<file path="config.mk">
export PLATFORM = sky130hd
export DESIGN_NAME = time_set_ctrl
export DESIGN_NICKNAME = d
export VERILOG_FILES = /design/src/rtl/time_set_ctrl.sv
export SDC_FILE = /design/constraint.sdc
export NUM_CORES = 1
export LEC_CHECK = 0
export CELL_PAD_IN_SITES_DETAIL_PLACEMENT = 1
export CELL_PAD_IN_SITES_GLOBAL_PLACEMENT = 2
export CORE_AREA = 2 2 47 49
export CTS_CLUSTER_DIAMETER = 30
export DETAILED_ROUTE_END_ITERATION = 6
export DIE_AREA = 0 0 49 51
export PLACE_DENSITY = 0.66
export SKIP_LAST_GASP = 1
export SLEW_MARGIN = 30
export SYNTH_ARGS = -nofsm -noshare
export SYNTH_HDL_FRONTEND = slang
export SYNTH_SLANG_ARGS = --single-unit
export TNS_END_PERCENT = 10
</file>
<file path="constraint.sdc">
create_clock -name clk_out -period 1.4 [get_ports clk_out]
set_input_delay 0.14 -clock clk_out [delete_from_list [all_inputs] [get_ports clk_out]]
set_output_delay 0.14 -clock clk_out [all_outputs]
set_load 0.05 [all_outputs]
</file>
<file path="src/rtl/time_set_ctrl.sv">
// Mode/set sequencer for the digital clock: RUN -> SET_HOUR -> SET_MIN.
// Optional idle auto-return to RUN is enabled with macro AUTO_EXIT_EN.
module time_set_ctrl #(
  parameter int TIMEOUT_TICKS = 10,
  parameter int TW            = 4
) (
  input  logic       clk_out,
  input  logic       rst_n,
  input  logic       tick,
  input  logic       mode_pls,
  input  logic       up_pls,
  input  logic       down_pls,
  output logic [1:0] state,
  output logic       run_en,
  output logic       hour_inc,
  output logic       hour_dec,
  output logic       min_inc,
  output logic       min_dec,
  output logic       sec_clr,
  output logic [3:0] blink_mask
);

  typedef enum logic [1:0] {
    RUN      = 2'd0,
    SET_HOUR = 2'd1,
    SET_MIN  = 2'd2,
    BAD      = 2'd3
  } state_t;

  state_t cur;
  logic   blink_phase;
  logic   expire;
  logic   btn;

  assign btn = mode_pls | up_pls | down_pls;

`ifdef AUTO_EXIT_EN
  logic [TW-1:0] cnt;

  assign expire = tick && (cnt == TW'(TIMEOUT_TICKS - 1));

  // Idle ticks since the last button or state entry.
  always_ff @(posedge clk_out or negedge rst_n) begin
    if (!rst_n) begin
      cnt <= '0;
    end else if (cur == RUN || cur == BAD || btn || expire) begin
      cnt <= '0;
    end else if (tick) begin
      cnt <= cnt + 1'b1;
    end
  end
`else
  logic unused_cfg;

  assign expire     = 1'b0;
  assign unused_cfg = ^{TW, TIMEOUT_TICKS, btn};
`endif

  always_ff @(posedge clk_out or negedge rst_n) begin
    if (!rst_n) begin
      cur         <= RUN;
      blink_phase <= 1'b1;
      hour_inc    <= 1'b0;
      hour_dec    <= 1'b0;
      min_inc     <= 1'b0;
      min_dec     <= 1'b0;
      sec_clr     <= 1'b0;
    end else begin
      hour_inc <= 1'b0;
      hour_dec <= 1'b0;
      min_inc  <= 1'b0;
      min_dec  <= 1'b0;
      sec_clr  <= 1'b0;
      unique case (cur)
        RUN: begin
          blink_phase <= 1'b1;
          if (mode_pls) cur <= SET_HOUR;
        end
        SET_HOUR, SET_MIN: begin
          if (mode_pls) begin
            cur         <= (cur == SET_HOUR) ? SET_MIN : RUN;
            sec_clr     <= (cur == SET_MIN);
            blink_phase <= 1'b1;
          end else if (up_pls || down_pls) begin
            // Both buttons at once: no step, but still activity.
            blink_phase <= 1'b1;
            hour_inc    <= (cur == SET_HOUR) & up_pls & ~down_pls;
            hour_dec    <= (cur == SET_HOUR) & down_pls & ~up_pls;
            min_inc     <= (cur == SET_MIN) & up_pls & ~down_pls;
            min_dec     <= (cur == SET_MIN) & down_pls & ~up_pls;
          end else if (expire) begin
            cur         <= RUN;
            sec_clr     <= 1'b1;
            blink_phase <= 1'b1;
          end else if (tick) begin
            blink_phase <= ~blink_phase;
          end
        end
        BAD: begin
          cur         <= RUN;
          blink_phase <= 1'b1;
        end
      endcase
    end
  end

  assign state  = cur;
  assign run_en = (cur == RUN);

  always_comb begin
    blink_mask = 4'b0000;
    unique case (1'b1)
      (cur == SET_HOUR && !blink_phase): blink_mask = 4'b1100;
      (cur == SET_MIN && !blink_phase):  blink_mask = 4'b0011;
      default:                           blink_mask = 4'b0000;
    endcase
  end

endmodule

</file>
; ---- Yosys cells after proc, flatten, opt, wreduce, memory -nomap -nowiden
; Index checks and enable logic that the tools add are counted.
[word_totals]
in_bits = 6
latch_bits = 0
memories = 0
reg_bits = 8
out_inout_bits = 12
romBits = 0
mem_bits_rw = 0
[classes]
mux = 23
reduce_logical = 8
bitwise_logic = 11
eq_ne = 6
div_mod_pow = 0
shifts = 0
addsub = 0
n_lt_le_gt_ge = 0
multipliers = 0
[ops]
columns = operator, count
row1 = 1-bit two-way mux, 17
row2 = 1-bit bitwise AND, 8
row3 = 4-bit case mux with 2 select lines, 1
row4 = 2-bit two-way mux, 3
row5 = 2-bit case mux with 3 select lines, 1
row6 = 2-bit equality test (second input constant), 2
row7 = 2-bit != test (second input constant), 2
row8 = 4-bit != test (second input constant), 1
row9 = 2-bit OR reduction, 2
row10 = 1-bit inverter, 3
row11 = 2-bit by 1-bit equality test with 1-bit output (second input constant), 1
row12 = 1-bit logical AND, 2
row13 = 2-bit logical NOT, 1
row14 = 1-bit case mux with 2 select lines, 1
row15 = 2-bit AND reduction, 1
row16 = 1-bit logical NOT, 1
row17 = 1-bit logical OR, 1

; ---- Longest topological paths before layout
; Gate-level depths: netlist of the first run.
[logic_depth]
word_depth = 6
ltp_mapped = 4
ltp_nobuf = 4

; ---- Worst setup path before layout of the first run
; Ideal clock, no wire load.
[synth_path]
path_kind = reg2out
from = register cur[0], in the netlist state[0]
to = output port blink_mask[1]
stages_incl_launch_ff = 5
arrival_time_ps = 2036
required_time_ps = 1260
path_buffers = 1
slack_ps = -776
cell_sequence = dfrtp_1 inv_1 ha_1 nor2b_1 buf_4
[synth_via]
elab_chain_cells = 3
word_cells_on_any_way = 5
classes_between = 2 x eq/ne / 1 x mux / 2 x reduce/logical
[synth_lines]
columns = item, line_no
row1 = start: declaration, 30  ; state_t cur;
row2 = start signal: assignment, 81  ; cur <= (cur == SET_HOUR) ? SET_MIN : RUN;
row3 = 2-bit equality test / 2-bit by 1-bit equality test with 1-bit output (equally long branches), "114, 113"
row4 = 1-bit logical AND (on tied branches), "114, 113"
row5 = 4-bit case mux with 2 select lines *, 112  ; unique case (1'b1)
row6 = end: declaration, 20  ; output logic [3:0] blink_mask
; Every way passes the cells marked *; elsewhere a longest branch is shown, timed or not.

; ---- Worst setup path after layout of the first run
; Same ends and word-level chain as after synthesis.

==> results of run 1 <==
==> cell usage in the layout, fill, tap and decap left out <==
| cell | n |
|---|---|
| o21bai_4 | 1 |
| clkdlybuf4s50_1 | 5 |
| inv_4 | 2 |
| buf_12 | 7 |
| and4_2 | 2 |
| mux2_4 | 2 |
| nor2_1 | 1 |
| clkbuf_4 | 3 |
| dfstp_2 | 1 |
| and4bb_1 | 1 |
| dfrtp_2 | 2 |
| and3_2 | 1 |
| buf_4 | 9 |
| clkbuf_1 | 1 |
| buf_6 | 2 |
| nand4b_1 | 1 |
| nor2b_4 | 2 |
| xnor2_1 | 1 |
| and2_1 | 2 |
| dfrtp_1 | 5 |
| ha_1 | 2 |
| ha_4 | 3 |
==> area by class of cell <==
| type | instances | area (µm²) | share of cell area (%) |
|---|---|---|---|
| flip-flops and latches | 8 | 203.9 | 25.23 |
| multi-input cells | 19 | 250.2 | 30.96 |
| repair buffers | 23 | 280.3 | 34.67 |
| clock buffers | 4 | 26.28 | 3.251 |
| inverters | 2 | 12.51 | 1.548 |
| well taps | 28 | 35.03 | 4.334 |
==> critical path: cells and delay by family, from the launching register on <==
kind / cells / cell delay [ns]
flip-flops: 1 / 0.43
buffers and inverters: 2 / 0.24
AND/OR/NAND/NOR: 1 / 0.20
adder cells (fa/ha/maj): 1 / 0.14
==> state kept, by name (all words and copies together) (netlist names) <==
name         cells
hour_dec         1
min_inc          1
hour_inc         1
blink_phase      1
sec_clr          1
state            2
min_dec          1
==> cells by family after synthesis <==
logic type | Yosys count | share of synthesized area [%]
compound gates | 1 | 4.452
xor+xnor | 1 | 2.078
fa+ha+maj | 5 | 14.84
buf+inv | 4 | 5.341
flops | 8 | 47.78
mux | 2 | 7.122
simple gates | 10 | 18.40
==> where the power goes <==
part	total, µW	leakage (µW)	internal, µW	switching, µW
sequential	321	0.000102	281	40.2
clock	198	0.0000150	110	88.1
combinational	1110	0.000242	573	533
==> path summary, 6_finish.rpt <==
check / from / endpoint / slack (ns) / depth (start not counted)
min: rst_n / sec_clr / 0.16 / 1
max in group asynchronous: rst_n / blink_phase / 0.94 / 1
max: state[0] / blink_mask[1] / -0.02 / 4
min reg2reg: blink_phase / blink_phase / 0.67 / 2
min in group clk_out: up_pls / blink_phase / 0.54 / 2
max reg2reg: state[1] / state[1] / 0.06 / 4
==> through the flow <==
stage	hold slack, ns	setup WS (ns)	power [µW]	cell area, µm²
CTS	0.1668	-0.02888	1605	793.3
global placement	0.4473	0.1017	1324	744.5
detailed placement	0.4492	0.08804	1331	744.5
finish	0.1576	-0.01609	1624	808.3
global route	0.1810	-0.06943	1724	808.3
floorplan	-0.1556	-0.08982	953.3	489.2
==> per-layer routing <==
layer / GRT usage, % / part of all wire [%] / up-vias
li1: - / - / 154
met5: 0 / 0 / -
met2: 14.84 / 49 / 13
met1: 10.89 / 42 / 153
met4: 4.286 / 0.99 / 0
met3: 4.386 / 7.9 / 2
==> timing repair <==
item / 4_1_cts / 5_1_grt
endpoints found under the setup margin: 4 / 4
setup buffers: 2 / 2
hold buffers: 0 / 0
gates resized for setup: 2 / 0
pin swaps: 1 / 0
gates cloned: 0 / 0
==> results_dict.tcl, run 1 <==
set metrics [dict create \
    status "complete, but fails checks" \
    violations "setup timing" \
    drive_above_1_share_pct 66.07 \
    maxSlewViolCount 0 \
    path_max_fanout 4 \
    drt_iter0_markers 1 \
    final_nets 68 \
    crit_type "flip-flop to output pin" \
    setup_viol 4 \
    ys_seq_area_share_pct 47.77 \
    synth_fp_nets 42 \
    coreArea_um2 2063 \
    netlist-cell-type-count 15 \
    gr-total-overflow 0 \
    grt_pass1_vias 354 \
    dp_hpwl_um 773.1 \
    final_core_util_pct 39.18 \
    cts.sinks 8 \
    fill_cells 229 \
    rsz0062_at_grt "true" \
    worstPathRequired_ns 1.26 \
    crit_path_cell_trace "inv_4 -> ha_4 -> nor2b_4 -> buf_12" \
    post-route-min-period_ns 1.416 \
    critical-path-max-stage-delay_ns 0.43 \
    area_growth_pct 91.69 \
    synth_top_area_cell "dfrtp_1" \
    synth_common_cells "7 x dfrtp_1, 5 x ha_1" \
    cts_buffers 3 \
    vias 322 \
    tritoncts "built" \
    syn_area_um2 421.7 \
    die_area_um2 2499 \
    num_antenna_cells 0 \
    clockBufferDepth 2 \
    clkTransAtPathRegs_ns 0.06 \
    initial_core_util_pct 20.44 \
    timing_hold_violations_final 0 \
    grt_first_pass_wirelength_um 1697 \
    fp-row-count 17 \
    ys_warn_count 0 \
    synthFlopType "dfrtp_1" \
    ant_nets 0 \
    synth.avg_cell_area_um2 13.60 \
    yosysTopAreaCellShare_pct 41.54 \
    yosysMostFrequentCell "dfrtp_1" \
    grt_start_max_net_pins 9 \
    insertion_delay_ns 0.26 \
    endpoint_kind "output pin" \
    clock_skew_ns 0.008962 \
    drt_first_pass_iters 2 \
    async_reset_ff_share_pct 100.0 \
    cts_max_level 1 \
    slew_headroom_pct 75.12 \
    tightest_slew_ns 0.3721 \
    wl_per_cell_um 12.08 \
    synth-seq-cells 8 \
    cap_violations 0 \
    leakagePower_uw 0.0003594 \
    fin_crit_sh_pct 101.1 \
    ir_drop_mv 1.097 \
    yosys-top-cells-area "dfrtp_1 42%, ha_1 15%, mux2_4 7.1%, dfstp_2 6.2%, and4_2 4.7%" \
    cp_slowest_cell "dfrtp_2" \
    place_congestion 0.7013 \
    grt_antenna_before_repair 0 \
    cts-root-buf "clkbuf_4" \
    hp-class "input pin to async pin" \
    powerDensity_nw_per_um2 2010 \
    dp.cells 76 \
    post_drt_via_cell_ratio 3.833 \
    stdcell_count 84 \
    ios 18 \
    max_freq_mhz 706.2 \
    cp.arrival_ns 1.28 \
    portBuffers 17 \
    fp.dieH_um 51 \
    grtUsageTotal_pct 9.413 \
    tns_ns -0.05230 \
    die_w_um 49 \
    critPathLaunchType "flip-flop" \
    synthCells 31 \
    fin_ws_ns -0.01609 \
    drc_errors 0 \
    wirelength_um 1015 \
    synth_edf_count 0 \
]
Note: power is estimated with default switching activity, not from simulation.
==> run 2, diff against run 1 <==
--- a/config.mk
+++ b/config.mk
@@ -5,12 +5,14 @@
 export SDC_FILE = /design/constraint.sdc
 export NUM_CORES = 1
 export LEC_CHECK = 0
+export CAP_MARGIN = 10
 export CELL_PAD_IN_SITES_DETAIL_PLACEMENT = 1
 export CELL_PAD_IN_SITES_GLOBAL_PLACEMENT = 2
 export CORE_AREA = 2 2 47 49
 export CTS_CLUSTER_DIAMETER = 30
 export DETAILED_ROUTE_END_ITERATION = 6
 export DIE_AREA = 0 0 49 51
+export MAX_ROUTING_LAYER = met4
 export PLACE_DENSITY = 0.66
 export SKIP_LAST_GASP = 1
 export SLEW_MARGIN = 30
==> run 2 against run 1 <==
Compared with the run above: the run still ends with setup timing left; sequential power hardly changed; first-iteration DRC count stayed put; core utilization stayed put; flip-flop and latch count stayed put; setup slack worse by 0.00084 ns; total power hardly changed; non-clock buffer count stayed put; combinational power hardly changed; critical path depth stayed put; clock power hardly changed; highest routed layer unchanged.
==> results_dict.tcl, run 2 (same netlist as run 1, synthesis figures left out) <==
set metrics [dict create \
    tns_ns -0.05633 \
    crit_type "flip-flop to output pin" \
    top_usage_layer "met2" \
    ios 18 \
    post-route-min-period_ns 1.417 \
    rr_startpoint "state[1]" \
    portBuffers 17 \
    tritoncts "built" \
    coreArea_um2 2063 \
    timing_hold_violations_final 0 \
    critPathLaunchType "flip-flop" \
    rsz0062_at_grt "true" \
    grt_start_max_net_pins 9 \
    grt_pass1_vias 353 \
    tightest_slew_ns 0.3642 \
    ant_nets 0 \
    maxSlewViolCount 0 \
    pre_cts_slack_ns 0.08804 \
    dp_hpwl_um 773.1 \
    num_antenna_cells 0 \
    grt_use_met1_pct 11.07 \
    fin_ws_ns -0.01693 \
    clockBufferDepth 2 \
    cap_violations 0 \
    gr-usage-met3_pct 4.094 \
    grt_antenna_before_repair 0 \
    fill_cells 229 \
    insertion_delay_ns 0.26 \
    grtUsageTotal_pct 9.669 \
    final_nets 68 \
    final_common_cell "buf_4" \
    ir_drop_mv 1.095 \
    fin_crit_sh_pct 101.2 \
    status "complete, but fails checks" \
    leakagePower_uw 0.0003594 \
    drc_errors 0 \
    grt_first_pass_wirelength_um 1697 \
    max_freq_mhz 705.8 \
    drt_iter0_markers 1 \
    met2_usage_pct 14.84 \
    endpoint_kind "output pin" \
    worstPathRequired_ns 1.26 \
    final_core_util_pct 39.18 \
    setup_viol 4 \
    gr-total-overflow 0 \
    vias 320 \
    post_drt_via_cell_ratio 3.810 \
    initial_core_util_pct 20.44 \
    reg2reg_slack_ns 0.06 \
    wirelength_um 1016 \
    cts_buffers 3 \
    place_congestion 0.7090 \
    cts.sinks 8 \
    wl_per_cell_um 12.10 \
    cts-root-buf "clkbuf_4" \
    drt_first_pass_iters 2 \
    cp.arrival_ns 1.28 \
    final_cell_mix "9 x buf_4, 7 x buf_12, 5 x dfrtp_1, 5 x clkdlybuf4s50_1" \
    area_growth_pct 91.69 \
    holdWs_ns 0.1538 \
    die_area_um2 2499 \
    die_w_um 49 \
    placed_area_um2 744.5 \
    final_cell_area_um2 808.3 \
    powerDensity_nw_per_um2 2009 \
    r2r-end "state[1]" \
    path_max_fanout 4 \
    r2r_cells 4 \
    cts_hold_buf 0 \
    fp-row-count 17 \
    drive_above_1_share_pct 66.07 \
    violations "setup timing" \
    hp-class "input pin to async pin" \
    fp.dieH_um 51 \
    clkTransAtPathRegs_ns 0.06 \
    largest_reg_flops 2 \
    clock_skew_ns 0.009222 \
    cts_max_level 1 \
    slew_headroom_pct 75.65 \
]
[run 2: area by class of cell]
| type | count | area (µm²) | area share (%) |
|---|---|---|---|
| Inverter | 2 | 12.51 | 1.548 |
| Timing Repair Buffer | 23 | 280.3 | 34.67 |
| Tap cell | 28 | 35.03 | 4.334 |
| Clock buffer | 4 | 26.28 | 3.251 |
| Sequential cell | 8 | 203.9 | 25.23 |
| Multi-Input combinational cell | 19 | 250.2 | 30.96 |
[run 2: how the worst max path moves through the flow]
| stage | start | slack (ns) | to | cells past startpoint |
|---|---|---|---|---|
| 2_1_floorplan | state[0] | -0.09 | state[0] | 4 |
| 3_3_place_gp | state[0] | 0.10 | state[1] | 4 |
| 3_5_place_dp | state[1] | 0.09 | state[1] | 4 |
| 4_1_cts | state[0] | -0.03 | blink_mask[1] | 4 |
| 5_1_grt | state[1] | -0.07 | blink_mask[2] | 4 |
| 6_report | state[0] | -0.02 | blink_mask[1] | 4 |
[run 2: repair_timing]
action                                  4_1_cts  5_1_grt
endpoints found under the setup margin        4        4
setup buffers                                 2        2
pin swaps                                     1        0
resized for setup                             2        0
[run 2: layer usage]
metal	vias up	wire, µm
met3	2	72
li1	154	-
met4	0	10
met1	151	432
met5	-	0
met2	13	499
[run 2: report_power, final]
part           total [µW]  internal (µW)  switching [µW]
Sequential            321            281            40.3
Clock                 198            110            88.4
Combinational        1100            573             532
Total                1620            963             661
[run 2: through the flow]
| stage | cells | power [µW] |
|---|---|---|
| after floorplan | 31 | 953.3 |
| after global placement | 76 | 1324 |
| after detailed placement | 76 | 1331 |
| after CTS | 82 | 1605 |
| after global routing | 84 | 1724 |
| final | 84 | 1624 |
[run 2: critical path, stage by stage (launching register included)]
cell and delay, ns:
dfrtp_2 0.43, inv_4 0.08, ha_4 0.14, nor2b_4 0.20, buf_12 0.16
==> RTL change, RTL diff (flow settings as in run 1) <==
Register the output `blink_mask`, with the module's reset; this adds one clock of latency there. The other outputs are not delayed to match.
--- a/src/rtl/time_set_ctrl.sv
+++ b/src/rtl/time_set_ctrl.sv
@@ -26,6 +26,8 @@
     SET_MIN  = 2'd2,
     BAD      = 2'd3
   } state_t;
+
+  logic [3:0] blink_mask_d;
 
   state_t cur;
   logic   blink_phase;
@@ -108,12 +110,20 @@
   assign run_en = (cur == RUN);
 
   always_comb begin
-    blink_mask = 4'b0000;
+    blink_mask_d = 4'b0000;
     unique case (1'b1)
-      (cur == SET_HOUR && !blink_phase): blink_mask = 4'b1100;
-      (cur == SET_MIN && !blink_phase):  blink_mask = 4'b0011;
-      default:                           blink_mask = 4'b0000;
+      (cur == SET_HOUR && !blink_phase): blink_mask_d = 4'b1100;
+      (cur == SET_MIN && !blink_phase):  blink_mask_d = 4'b0011;
+      default:                           blink_mask_d = 4'b0000;
     endcase
+  end
+
+  always_ff @(posedge clk_out or negedge rst_n) begin
+    if (!rst_n) begin
+      blink_mask <= '0;
+    end else begin
+      blink_mask <= blink_mask_d;
+    end
   end
 
 endmodule
Behaviour: not the same (a bounded check fails within 4 cycles, from zero or initial values and one cycle with rst_n low).
==> RTL change against run 1 <==
- worst setup slack better by 0.11 ns
- via count down 3.1%
- clock skew down 0.0061 ns
- power down 4.8%
- first-iteration DRC count down 100%
- fmax up 8.8%
- count of clock-buffer cells in the layout unchanged
- routed wire length down 7.6%
- final area down 9.0%
- area after synthesis up 12%
- sequential cell count up 2
- global-route usage up 0.97 points
- critical endpoint is now state[0]$_DFFE_PN0P_
==> RTL change: results <==
[power]
seq-power_mw = 0.364
p_switching_mw = 0.594
leakagePower_nw = 0.360
totalPowerFinal_mw = 1.55
irDropWorstVdd_uv = 1070
combPwrFrac = 0.597

[synthesis]
ys_seq_area_frac = 0.533
async_flop_share = 1.00
synthTopCellsByArea = "dfrtp_1 (48%), ha_1 (13%), mux2_4 (6.4%)"
synthTopCellsByCount = "dfrtp_1 (9), ha_1 (5)"
syn_inst = 33
synth_ff_type = "dfrtp_1"
yosys_warnings = 0
synth_nets = 44
synth-edff-count = 0

[detailed_routing]
wire_per_inst_microns = 11.4
dr.pass1.iters = 1
drt-total-wl_microns = 938
first_iter_violations = 0
viasPerCell = 3.80

[clocking]
ctsResizeCount = 0
cts_max_path_buffers = 2
htreeDepth = 1
clk_latency_ns = 0.26
post_cts_buffers = 0
clockRootBuffer = "clkbuf_4"
numCtsBuffers = 3

[cells_and_area]
fill_cells = 228
diodes = 0
finalNetCount = 66
drive_gt1_frac = 0.556

[flow_run]
maxCapViolations = 0

[placed_design]
dp_slack_ns = 0.105
portBuffers = 17
place_congestion = 0.739
dpl.hpwl_microns = 736
dpl-instance-area_sq_um = 699
placedCellCount = 78

[critical_path]
reg2reg_slack_ns = 0.1
reg2reg_from = "state[1]$_DFFE_PN0P_"
crit_path_top_delay_cell = "dfrtp_2"
crit_family = "flip-flops"
worst-endpoint-arrival_ns = 1.45
slowest_delay_ns = 0.41
worstReg2RegEnd = "state[0]$_DFFE_PN0P_"
crit_path_max_fanout = 4

[global_route]
grt_pass1_wl_microns = 1790
grt_max_degree = 11
antenna_found_initial = 0
grt_pass1_vias = 353
grt_usage = 0.104

[timing]
whs_ns = 0.193
tightest_slew_ns = 0.460
finClkSkew_ns = 0.00288

[hold_path]
hold_class = "in2async"

[run_status]
outcome = "finished, final reports clean"
==> RTL change: cell count changes after synthesis <==
cell and delta:
and4bb_1 -1, and4bb_2 +1, dfrtp_1 +2, and3_1 +2
nor3b_2 +1, and4_2 -2, nand3b_1 +1, nor2_1 -1
nand4b_1 -1
==> RTL change: logic make-up after synthesis <==
| kind of cell | share of synthesized area |
|---|---|
| compound gates | 0.0398 |
| buf+inv | 0.0477 |
| mux | 0.0637 |
| flops | 0.533 |
| fa+ha+maj | 0.133 |
| xor+xnor | 0.0186 |
| simple gates | 0.164 |
==> RTL change: final cells by class <==
cell class | instances | area (sq um) | share of cell area
sequential | 10 | 254 | 0.345
multi-input combinational | 19 | 210 | 0.286
timing repair buffer | 19 | 193 | 0.262
clock buffer | 4 | 36.3 | 0.0493
tap | 28 | 35.0 | 0.0476
inverter | 2 | 7.51 | 0.0102
==> RTL change: worst max-delay path by stage <==
stage                               from                    to  slack (ns)  cells after the start
floorplan           state[1]$_DFFE_PN0P_  state[0]$_DFFE_PN0P_       -0.07                      4
global placement    state[1]$_DFFE_PN0P_  state[1]$_DFFE_PN0P_        0.13                      4
detailed placement  state[1]$_DFFE_PN0P_  state[0]$_DFFE_PN0P_        0.10                      4
CTS                 state[1]$_DFFE_PN0P_  state[0]$_DFFE_PN0P_        0.09                      4
global route        state[1]$_DFFE_PN0P_  state[1]$_DFFE_PN0P_        0.04                      4
finish              state[1]$_DFFE_PN0P_  state[0]$_DFFE_PN0P_         0.1                      4
==> RTL change: per-layer routing <==
metal	vias to the layer above	part of all wire	track usage
met5	-	0	0
met4	0	0.0096	0.0714
met2	14	0.45	0.146
li1	151	-	-
met3	2	0.075	0.0585
met1	145	0.46	0.119
